--- src/rtl/number_entry_ctrl.sv ---
// Two-digit keypad number entry controller.
// Accumulates up to two decimal digits, commits the value on ENTER, discards
// it on CLEAR, and abandons a partial entry after TIMEOUT_CYCLES idle cycles.
// err, timeout and number_valid are registered one-cycle strobes and are
// mutually exclusive by construction.
module number_entry_ctrl #(
  parameter int TIMEOUT_CYCLES = 50_000_000
) (
  input  logic       CLOCK_50,
  input  logic       reset,
  input  logic       key_valid,
  input  logic [3:0] key_code,
  output logic       key_ready,
  output logic [6:0] entry,
  output logic [1:0] digits,
  output logic [6:0] number,
  output logic       number_valid,
  output logic       err,
  output logic       timeout
);

  // The counter saturates at its expiry value, so it never needs to hold
  // TIMEOUT_CYCLES itself; this keeps it narrow even for large intervals.
  localparam int CW = (TIMEOUT_CYCLES > 2) ? $clog2(TIMEOUT_CYCLES) : 1;
  localparam logic [CW-1:0] LIMIT = CW'(TIMEOUT_CYCLES - 1);

  typedef enum logic [1:0] {
    IDLE = 2'd0,
    ONE  = 2'd1,
    TWO  = 2'd2,
    DONE = 2'd3
  } state_t;

  state_t        r_state;
  state_t        w_stateNext;
  logic [6:0]    r_entry;
  logic [6:0]    w_entryNext;
  logic [6:0]    r_number;
  logic [6:0]    w_numberNext;
  logic [CW-1:0] r_count;
  logic [CW-1:0] w_countNext;
  logic [CW-1:0] w_countInc;
  logic          r_err;
  logic          w_errNext;
  logic          r_timeout;
  logic          w_timeoutNext;
  logic          r_numberValid;
  logic          w_numberValidNext;

  logic          w_accept;
  logic          w_isDigit;
  logic          w_isClear;
  logic          w_isEnter;
  logic          w_isInvalid;
  logic [6:0]    w_shifted;
  logic [6:0]    w_keyWide;

  assign key_ready    = (r_state != DONE);
  assign entry        = r_entry;
  assign number       = r_number;
  assign number_valid = r_numberValid;
  assign err          = r_err;
  assign timeout      = r_timeout;

  assign w_accept    = key_valid & key_ready;
  assign w_isDigit   = (key_code <= 4'd9);
  assign w_isClear   = (key_code == 4'hA);
  assign w_isEnter   = (key_code == 4'hB);
  assign w_isInvalid = (key_code >= 4'hC);

  // Entry is at most 9 when a second digit arrives, so 7 bits never overflow.
  assign w_keyWide  = {3'b000, key_code};
  assign w_shifted  = (r_entry * 7'd10) + w_keyWide;
  // Idle counter advances but sticks at the expiry value if a non-restarting
  // (invalid) key postpones the abort.
  assign w_countInc = (r_count == LIMIT) ? r_count : r_count + 1'b1;

  // Digit count is a pure function of the state.
  always_comb begin
    digits = 2'd0;
    case (r_state)
      ONE:     digits = 2'd1;
      TWO:     digits = 2'd2;
      default: digits = 2'd0;
    endcase
  end

  // Next-state, datapath and strobe decode for every state/key combination.
  always_comb begin
    w_stateNext       = r_state;
    w_entryNext       = r_entry;
    w_numberNext      = r_number;
    w_countNext       = '0;
    w_errNext         = 1'b0;
    w_timeoutNext     = 1'b0;
    w_numberValidNext = 1'b0;
    case (r_state)
      IDLE: begin
        if (w_accept) begin
          if (w_isDigit) begin
            w_entryNext = w_keyWide;
            w_stateNext = ONE;
          end else if (w_isEnter || w_isInvalid) begin
            w_errNext = 1'b1;
          end
        end
      end
      ONE, TWO: begin
        w_countNext = w_countInc;
        if (w_accept) begin
          if (w_isInvalid) begin
            w_errNext = 1'b1;
          end else begin
            w_countNext = '0;
            if (w_isDigit) begin
              if (r_state == ONE) begin
                w_entryNext = w_shifted;
                w_stateNext = TWO;
              end else begin
                w_errNext = 1'b1;
              end
            end else if (w_isEnter) begin
              w_numberNext      = r_entry;
              w_numberValidNext = 1'b1;
              w_stateNext       = DONE;
            end else if (w_isClear) begin
              w_entryNext = 7'd0;
              w_stateNext = IDLE;
            end
          end
        end else if (r_count == LIMIT) begin
          w_countNext   = '0;
          w_entryNext   = 7'd0;
          w_timeoutNext = 1'b1;
          w_stateNext   = IDLE;
        end
      end
      DONE: begin
        w_entryNext = 7'd0;
        w_stateNext = IDLE;
      end
      default: begin
        w_entryNext = 7'd0;
        w_stateNext = IDLE;
      end
    endcase
  end

  // State register.
  always_ff @(posedge CLOCK_50 or posedge reset) begin
    if (reset) begin
      r_state <= IDLE;
    end else begin
      r_state <= w_stateNext;
    end
  end

  // Datapath, idle counter and registered strobes.
  always_ff @(posedge CLOCK_50 or posedge reset) begin
    if (reset) begin
      r_entry       <= 7'd0;
      r_number      <= 7'd0;
      r_count       <= '0;
      r_err         <= 1'b0;
      r_timeout     <= 1'b0;
      r_numberValid <= 1'b0;
    end else begin
      r_entry       <= w_entryNext;
      r_number      <= w_numberNext;
      r_count       <= w_countNext;
      r_err         <= w_errNext;
      r_timeout     <= w_timeoutNext;
      r_numberValid <= w_numberValidNext;
    end
  end

endmodule

--- config.mk ---
export PLATFORM = sky130hd
export DESIGN_NAME = number_entry_ctrl
export DESIGN_NICKNAME = d
export VERILOG_FILES = /design/src/rtl/number_entry_ctrl.sv
export SDC_FILE = /design/constraint.sdc
export NUM_CORES = 1
export LEC_CHECK = 0
export ABC_AREA = 1
export CORE_UTILIZATION = 52
export DETAILED_ROUTE_END_ITERATION = 16
export HOLD_SLACK_MARGIN = 0.02
export PLACE_DENSITY = 0.84
export REMOVE_ABC_BUFFERS = 1
export SLEW_MARGIN = 10
export SYNTH_ARGS = -nofsm -noshare
export SYNTH_HDL_FRONTEND = slang
export SYNTH_SLANG_ARGS = --single-unit
export TNS_END_PERCENT = 30
--- constraint.sdc ---
create_clock -name CLOCK_50 -period 2.3 [get_ports CLOCK_50]
set_clock_uncertainty 0.05 [all_clocks]
set_input_delay 0.46 -clock CLOCK_50 [delete_from_list [all_inputs] [get_ports CLOCK_50]]
set_output_delay 0.46 -clock CLOCK_50 [all_outputs]
set_load 0.05 [all_outputs]
* Yosys cells after proc, flatten, opt, wreduce, memory -nomap -nowiden
Index checks and enable logic that the tools add are counted.
** Operators by class
- Add/subtract/negate cells :: 2
- Multiply operators :: 1
- Div/mod/pow operators :: 0
- Magnitude comparators :: 2
- Equal/unequal tests :: 15
- Shifts and indexed selects :: 0
- Mux-type cells :: 42
- Bitwise gates (word level) :: 3
- Reduce and logical (&&, ||, !) cells :: 6
** Operators with widths (count)
- $mux 26 :: 5
- $mux 7 :: 9
- $add 26x1->26 const B :: 1
- $eq 26x26->1 const B :: 1
- $pmux 7 s3 :: 1
- $mux 2 :: 9
- $mux 1 :: 15
- $ne 4x4->1 const B :: 3
- $eq 4x4->1 const B :: 2
- $add 7x4->7 :: 1
- $mul 7x3->6 const B :: 1
- $reduce_and 7->1 :: 1
- $ne 2x2->1 const B :: 3
- $ne 3x3->1 const B :: 2
- $pmux 2 s3 :: 1
- $reduce_and 6->1 :: 1
- $ne 5x5->1 const B :: 1
- $reduce_and 5->1 :: 1
- $eq 2x2->1 const B :: 2
- $ge 4x4->1 const B :: 1
- $le 4x4->1 const B :: 1
- $pmux 2 s2 :: 1
- $eq 2x1->1 const B :: 1
- $logic_not 2->1 :: 1
- 5 further kinds :: 6
** Word-level totals
- Register bits :: 45
- Latch bits :: 0
- Memory bits (writable) :: 0
- Bits in read-only memories :: 0
- Bits of input ports :: 7
- Output and inout bits :: 20
- Word-level logic and storage cells :: 78
- Memories kept :: 0

* Longest topological paths before layout
Gate-level depths: netlist (run 1).
- Depth after elaboration :: 7
- Depth in mapped cells :: 13
- Mapped depth without buffers :: 13

* Worst setup path before layout (run 1)
OpenSTA, ideal clock, no wires.
- Kind :: reg2reg
- Start :: reg r_entry[3] (netlist: entry[3])
- End :: reg r_entry[6] (netlist: entry[6])
- Library setup time :: 66 ps
- Data arrival time :: 2309 ps
- Data required time :: 2184 ps
- Setup slack :: -125 ps
- Cell stages (with the launch flop) :: 14
- Buffers on the path :: 0
- Clock period less this slack :: 2425 ps
- Cell sequence :: dfrtp_1 ha_1 ha_1 inv_1 fa_1 nor2_1 nand3_1 nand2_1 inv_1 nand2_1 nand2_1 nor2_1 nand3_1 nand2_1
** On the way
- Word-level cells in the longest chain between the ends :: 7
** RTL lines
- from (decl) :: RTL line 36 : logic [6:0] r_entry;
- from (signal assigned) :: RTL line 168 : r_entry <= w_entryNext;
- $mul 7x3->6 :: RTL line 73 : assign w_shifted = (r_entry * 7'd10) + w_keyWide;
- $add 7x4->7 :: RTL line 73
- $mux 7 :: RTL line 116 : if (r_state == ONE) begin
- $mux 7 :: RTL line 115 : if (w_isDigit) begin
- $mux 7 :: RTL line 111 : if (w_isInvalid) begin
- $mux 7 :: RTL line 110 : if (w_accept) begin
- $pmux 7 s3 :: RTL line 97 : case (r_state)
Every way passes these cells. The select of a mux whose other input is x is not followed.
A chain may end at the register's enable or synchronous reset.

* Worst setup path after layout (run 1)
Ends and elaborated chain as after synthesis.

==> results of run 1 <==
[cells by family (layout without fill, tap and decap cells)]
logic type / Yosys count / in the layout / share of synthesized area (%)
buffers and inverters: 63 / 102 / 8.03
xor gates and xnor gates: 13 / 13 / 3.75
DFF: 45 / 45 / 37.1
adders and majority gates: 19 / 19 / 8.32
and+or+nand+nor: 248 / 248 / 36.5
AOI/OAI and AO/OA: 32 / 32 / 6.30
[power breakdown]
group | switching, mW | leakage (nW) | internal [mW]
clock | 0.307 | 0.0591 | 0.332
combinational | 1.23 | 1.01 | 0.600
sequential | 0.0967 | 0.619 | 0.903
[final timing paths]
| check | from | endpoint | slack (ps) | cells after the start |
|---|---|---|---|---|
| max reg2reg | entry[3] | entry[6] | 90 | 13 |
| min | number[3] | number[3] | 440 | 2 |
| max in group asynchronous | reset | r_count[21] | 1200 | 3 |
| min in group asynchronous | reset | number_valid | 480 | 2 |
| min reg2reg | number[3] | number[3] | 440 | 2 |
| max | entry[3] | entry[6] | 90 | 13 |
[cell type report]
type | count | share of cell area [%]
sequential | 45 | 31.7
tap | 72 | 2.54
timing repair buffer | 32 | 8.74
multi-input combinational | 312 | 47.1
inverter | 62 | 6.56
clock inverter | 3 | 1.34
clock buffer | 5 | 1.94
[cell usage in the layout (no fill, tap or decap), types with 5 or more instances in the layout]
| cell type | instances |
|---|---|
| nor3_1 | 21 |
| o21ai_0 | 13 |
| buf_4 | 8 |
| xnor2_1 | 5 |
| nand3_1 | 18 |
| a21oi_1 | 12 |
| nand4_1 | 12 |
| ha_1 | 16 |
| clkdlybuf4s50_1 | 23 |
| nor2_1 | 55 |
| xor2_1 | 8 |
| clkbuf_8 | 5 |
| inv_2 | 7 |
| nor2_2 | 5 |
| dfrtp_1 | 45 |
| inv_1 | 54 |
| nand2_1 | 123 |
[layer usage]
layer | global-route usage (%) | share of wire [%] | up-vias
met4 | 11.9 | 3.7 | 0
met2 | 41.8 | 49 | 83
met5 | 0 | 0 | -
li1 | - | - | 1395
met3 | 3.49 | 4.2 | 24
met1 | 30.5 | 43 | 1304
[sequential cells by signal (all words and copies together) (netlist names)]
register	flops
number_valid	1
r_state	2
entry	7
err	1
r_count	26
timeout	1
number	7
[worst max-delay path: stages, from the launching register on]
cell     delay (ps)
dfrtp_1         400
ha_1            290
ha_2            160
inv_2            40
fa_1            490
nor2_1          140
nand3_1         120
nand2_2         110
inv_2            40
nand2_1          50
nand2_1          40
nor2_1           70
nand3_1          80
nand2_1          70
[per-stage QoR]
stage	utilization [%]	area (um^2)	setup TNS, ps
3_3_place_gp	61.3	3420	0
2_1_floorplan	-	3030	-125
4_1_cts	63.4	3540	0
5_1_grt	63.7	3550	-20.5
3_5_place_dp	61.3	3420	-1.61
6_report	63.7	3550	0
[timing repair]
action / CTS / global route
hold buffers: 0 / 0
endpoints found under the setup margin: 0 / 7
gates resized for setup: 0 / 4
buffers inserted: 0 / 1
==> results.cfg, run 1 <==
[placed_design]
dp_hpwl_um = 5190
place_ws_ps = -1.61
dpl.cell_count = 522
port_buffers = 26
gp_congestion = 0.904

[timing]
period_share_pct = 96.2
period_needed_ps = 2210
slew_viol_final = 0
slew_headroom_pct = 59.2
hold_violations = 0
fin_hold_ws_ps = 440
tightest_slew_ps = 612
worst_slack_ps = 86.7
rsz0062_at_grt = true
setup_viol = 0
fmax_mhz = 452

[clocking]
htreeDepth = 2
clk_latency_ps = 310
cts_root_buf = clkbuf_8
tritoncts = built
cts_buffer_depth = 2
cts.sinks = 45
cts.clk_slew.worst_paths_ps = 100
numCtsBuffers = 5

[logic_synthesis]
synth_area_mm2 = 0.00304
ys_seq_elements = 45
synthTopCellsByCount = nand2_1, inv_1, nor2_1
synthCells = 420
ys_seq_area_share_pct = 37.1
async_flop_share_pct = 100
synth_edf_count = 0
ys.flop_type = dfrtp_1
synth_cell_types = 29
yosys.area.top_type_share_pct = 37.1
synth_top_area_cell = dfrtp_1
ys_warn_count = 0
synth_most_common_cell = nand2_1
synth.avg_cell_area_um2 = 7.23
synthTopCellsByArea = dfrtp_1, nand2_1, inv_1

[finish]
area.growth.synth_to_final_pct = 16.8
finalNetCount = 484
multi_input_area_mm2 = 0.00167
drive_gt1_share_pct = 10.5
fin_cells = 531
fillers = 456
seqCellArea_mm2 = 0.00113
diodes = 0

[routing]
vias = 2806
ant_nets = 0
drtIter0Drc = 165
drt-vias-per-instance = 5.28
route.detailed.wl_per_inst_um = 13.1
firstDrtPassIters = 5
routed_wl_um = 6950
drc_errors = 0

[global_routing]
grt_start_max_net_pins = 29
grt_remaining_overflow = 0
grt_pass1_wl_um = 11800
antenna_found_initial = 0
grt_usage_pct = 24.6
grt_pass1_vias = 2679

[setup_path]
required_ps = 2510
crit_fanout = 3
arrival_ps = 2420
worstSetupStartpointType = register
endpoint_kind = register
worstSetupPathType = register to register

[die]
die-area_mm2 = 0.00615
rows = 27
num_io_pins = 27
core_mm2 = 0.00557
start_util_pct = 54.5
die_w_um = 78.4
dieHeight_um = 78.4

[pwr]
power_leakage_nw = 1.68
power_density_mw_per_mm2 = 978
ir_drop_v = 0.000657
finalPower_mw = 3.47

[job]
drv_cap = 0

[min_path]
hp-class = register to register

[status]
status = complete, no violations
(Power assumes the default switching activity.)
==> inputs of run 2 (changes only) <==
==> constraint.sdc (replaced) <==
create_clock -name CLOCK_50 -period 2.3 [get_ports CLOCK_50]
set_clock_uncertainty 0.05 [all_clocks]
set_input_delay 0.345 -clock CLOCK_50 [delete_from_list [all_inputs] [get_ports CLOCK_50]]
set_output_delay 0.345 -clock CLOCK_50 [all_outputs]
set_load 0.05 [all_outputs]
==> run 2 against run 1 <==
Net effect: critical path depth is the same; sequential cell count is the same; critical endpoint unchanged; register-to-register slack is essentially flat; non-clock buffer count is the same; clock-buffer cell count is the same; via count grew 2.3%; hold slack lost 86 ps; clock power grew 0.8%; die area is the same; final cell count is the same; cell area grew 0.67%.
==> results.cfg, run 2 (synthesis gave the netlist of run 1 again) <==
[setup_path]
worstSetupPathType = register to register
endpoint_kind = register
worstSetupStartpointType = register
crit_fanout = 3
arrival_ps = 2430
required_ps = 2510
r2r_slack_ps = 80

[pwr]
ir_drop_v = 0.000734
power_density_mw_per_mm2 = 992
finalPower_mw = 3.54
power_leakage_nw = 1.70

[timing]
hold_violations = 0
rsz0062_at_grt = true
slew_viol_final = 0
slew_headroom_pct = 60.9
period_needed_ps = 2220
fmax_mhz = 451
period_share_pct = 96.3
setup_viol = 0
tns_ps = 0
tightest_slew_ps = 585

[finish]
multi_input_area_mm2 = 0.00169
finalNetCount = 484
seqCellArea_mm2 = 0.00113
area.growth.synth_to_final_pct = 17.6
fillers = 467
largest_reg_flops = 26
top_register = r_count
diodes = 0
drive_gt1_share_pct = 10.2
final_cell_mix = nand2_1, inv_1, nor2_1
final_common_cell = nand2_1

[clocking]
clk_latency_ps = 310
cts_root_buf = clkbuf_8
cts_buffer_depth = 2
cts.clk_slew.worst_paths_ps = 100
cts.sinks = 45
htreeDepth = 2
tritoncts = built
numCtsBuffers = 5

[global_routing]
grt_usage_pct = 24.4
grt_pass1_vias = 2682
grt_remaining_overflow = 0
antenna_found_initial = 0
grt_pass1_wl_um = 11700
grt_start_max_net_pins = 28

[die]
die-area_mm2 = 0.00615
rows = 27
dieHeight_um = 78.4
start_util_pct = 54.5
die_w_um = 78.4
num_io_pins = 27
core_mm2 = 0.00557

[routing]
drc_errors = 0
route.detailed.wl_per_inst_um = 13.4
vias = 2871
routed_wl_um = 7110
ant_nets = 0
firstDrtPassIters = 5
drtIter0Drc = 207
drt-vias-per-instance = 5.41

[placed_design]
dp_hpwl_um = 5300
gp_congestion = 0.947
port_buffers = 26

[min_path]
hp-class = input port to async pin

[job]
drv_cap = 0

[status]
status = complete, no violations
run 2: cell count changes in the layout (fill, tap and decap cells not counted), sizes merged:
cell          previous run  this run
dlymetal6s2s             0         1
clkinv                   1         2
buf                      9         6
dlygate4sd2              0         2
inv                     63        62
run 2: power by group:
part | switching (mW) | internal [mW] | leakage (nW)
combinational | 1.28 | 0.606 | 1.02
sequential | 0.105 | 0.905 | 0.617
clock | 0.311 | 0.333 | 0.0603
run 2: cell type report:
class                           count  share of cell area [%]
Clock buffer                        5                    1.93
Clock inverter                      3                    1.40
Inverter                           62                    6.51
Multi-Input combinational cell    312                    47.2
Sequential cell                    45                    31.6
Tap cell                           72                    2.52
Timing Repair Buffer               32                    8.90
run 2: through the flow:
| step | hold WS, ps | setup WS (ps) | instances | util, % | instance area (um^2) |
|---|---|---|---|---|---|
| floorplan | 454 | -125 | 419 | - | 3030 |
| global placement | 416 | 87.3 | 522 | 61.5 | 3430 |
| detailed placement | 420 | 81.4 | 522 | 61.5 | 3430 |
| CTS | 370 | 16.5 | 530 | 63.6 | 3540 |
| global route | 414 | -31.0 | 531 | 64.1 | 3570 |
| finish | 354 | 84.4 | 531 | 64.1 | 3570 |
run 2: path summary, 6_finish.rpt:
kind / startpoint / endpoint / cells after the start
worst max-delay path: entry[1] / entry[6] / 13
worst min register to register: number[6] / number[6] / 2
min in group CLOCK_50: number[6] / number[6] / 2
worst max register to register: entry[1] / entry[6] / 13
max in group asynchronous: reset / r_state[0] / 3
worst min-delay path: reset / r_count[15] / 2
run 2: layer usage:
metal,track usage [%],up-vias,wire length [um]
li1,-,1410,-
met2,42.5,94,3570
met3,4.77,14,329
met4,9.26,0,127
met1,29.8,1353,3080
met5,0,-,0
run 2: worst max-delay path, stage by stage, from the launching register on:
cell and delay [ps]:
dfrtp_1 400, ha_1 290, ha_1 210, inv_2 60, fa_2 480, nor2_4 120
nand2_1 80, nand2_2 80, inv_1 40, nand2_1 50, nand2_1 40, nor2_1 80
nand3_1 90, nand2_1 70
run 2: repair_timing:
action                     in CTS  in global routing
gates resized for setup         2                  8
buffers inserted                0                  1
hold buffers                    0                  0
pin swaps                       0                  3
setup endpoints to repair       2                  8
==> inputs of run 3 (changes only) <==
Settings changed: CORE_MARGIN set to 5, PLACE_DENSITY 0.84 to 0.69.
==> run 3 against run 2 <==
Net effect: clock power decreased by 15%; largest power group unchanged; global-route usage decreased by 4.3 points; critical endpoint is now entry[1]; highest routed layer unchanged; clock-buffer cell count increased by 1; die area increased by 21%.
==> results.cfg, run 3 (synthesis gave the netlist of run 1 again) <==
[routing]
drc_errors = 0
vias = 2721
route.detailed.wl_per_inst_um = 13.2
drt-vias-per-instance = 5.11
firstDrtPassIters = 4
routed_wl_um = 7040
ant_nets = 0
drtIter0Drc = 116

[finish]
fin_util_pct = 63.4
area.growth.synth_to_final_pct = 17.0
top_register = r_count
diodes = 0
drive_gt1_share_pct = 10.9
final_common_cell = nand2_1
final_cell_mix = nand2_1, inv_1, nor2_1
largest_reg_flops = 26
finalNetCount = 485
finalInstanceArea_mm2 = 0.00355

[pwr]
switchingPower_mw = 1.64
power_leakage_nw = 1.68
ir_drop_v = 0.000724
power.internal_mw = 1.79
p_clk_share_pct = 16.1
finalPower_mw = 3.43
seqPwrFrac_pct = 29.6
p_comb_share_pct = 54.3
power_density_mw_per_mm2 = 964
swShare_pct = 47.8

[setup_path]
required_ps = 1900
endpoint_kind = output port
reg2reg_from = entry[1]
r2r_cells = 13
arrival_ps = 1780
crit_fanout = 5
crit_start = entry[1]
r2r_slack_ps = 140
worstSetupStartpointType = register
worstSetupPathType = register to output port
r2r_end = entry[6]

[global_routing]
antenna_found_initial = 0
grt_start_max_net_pins = 46
grt_pass1_vias = 2654
grt_pass1_wl_um = 12000
grt_remaining_overflow = 0
grt_usage_pct = 20.1

[min_path]
hp-class = input port to async pin

[timing]
slew_headroom_pct = 61.8
slew_viol_final = 0
period_needed_ps = 2170
setup_viol = 0
period_share_pct = 94.5
tightest_slew_ps = 573
hold_violations = 0
fmax_mhz = 460
rsz0062_at_grt = false

[status]
status = complete, no violations

[clocking]
ctsHoldBuffers = 0
cts.sinks = 45
cts_buffer_depth = 2
clk_latency_ps = 310
cts.clk_slew.worst_paths_ps = 90
htreeDepth = 2
numCtsBuffers = 5
cts_root_buf = clkbuf_8
tritoncts = built

[die]
start_util_pct = 54.2
num_io_pins = 27
rows = 27
die_w_um = 86.4
core_mm2 = 0.00561
die-area_mm2 = 0.00747
dieHeight_um = 86.4

[job]
drv_cap = 0

[placed_design]
place_area_mm2 = 0.00340
port_buffers = 26
gp_congestion = 0.853
dp_hpwl_um = 5310
## run 3: repair_timing
item | 4_1_cts | 5_1_grt
pin swaps | 0 | 7
setup endpoints to repair | 1 | 7
setup buffers | 0 | 3
resized for setup | 1 | 7
## run 3: how the worst max path moves through the flow
stage               endpoint  slack, ps  cells past startpoint
floorplan           entry[6]       -130                     13
global placement    entry[6]        160                     13
detailed placement  entry[6]         90                     13
CTS                 entry[6]         60                     13
global route        entry[6]          4                     13
finish              entry[1]        130                      3
## run 3: critical path, stage by stage (launching register included)
cell and delay [ps]:
dfrtp_1 410, buf_4 130, buf_4 130, clkdlybuf4s50_1 810
## run 3: through the flow
step	instances	setup slack, ps	TNS (ps)	hold WS (ps)
final	532	126	0	440
after global routing	532	3.79	0	479
after CTS	529	60.9	0	442
after detailed placement	521	91.9	0	416
after global placement	521	156	0	416
after floorplan	419	-125	-125	454
## run 3: cell type report
cell class                 count  area, um^2
fill                         537        2050
tap                           72        90.1
clock buffer                   6        82.6
sequential                    45        1130
multi-input combinational    312        1700
inverter                      62         233
clock inverter                 2        17.5
timing repair buffer          33         307
## run 3: per-layer routing
| layer | up-vias | track usage (%) | part of all wire (%) |
|---|---|---|---|
| met5 | - | 0 | 0 |
| met4 | 0 | 8.50 | 1.2 |
| met3 | 6 | 2.85 | 2.7 |
| met2 | 42 | 35.1 | 50 |
| met1 | 1273 | 24.6 | 46 |
| li1 | 1400 | - | - |
## run 3: power groups by stage
stage | combinational, mW | clock [mW] | sequential (mW)
3_3_place_gp | 1.76 | 0 | 1.02
2_1_floorplan | 1.01 | 0 | 1.30
6_report | 1.86 | 0.550 | 1.01
4_1_cts | 1.79 | 0.569 | 1.01
5_1_grt | 2.08 | 0.598 | 1.03
3_5_place_dp | 1.79 | 0 | 1.02
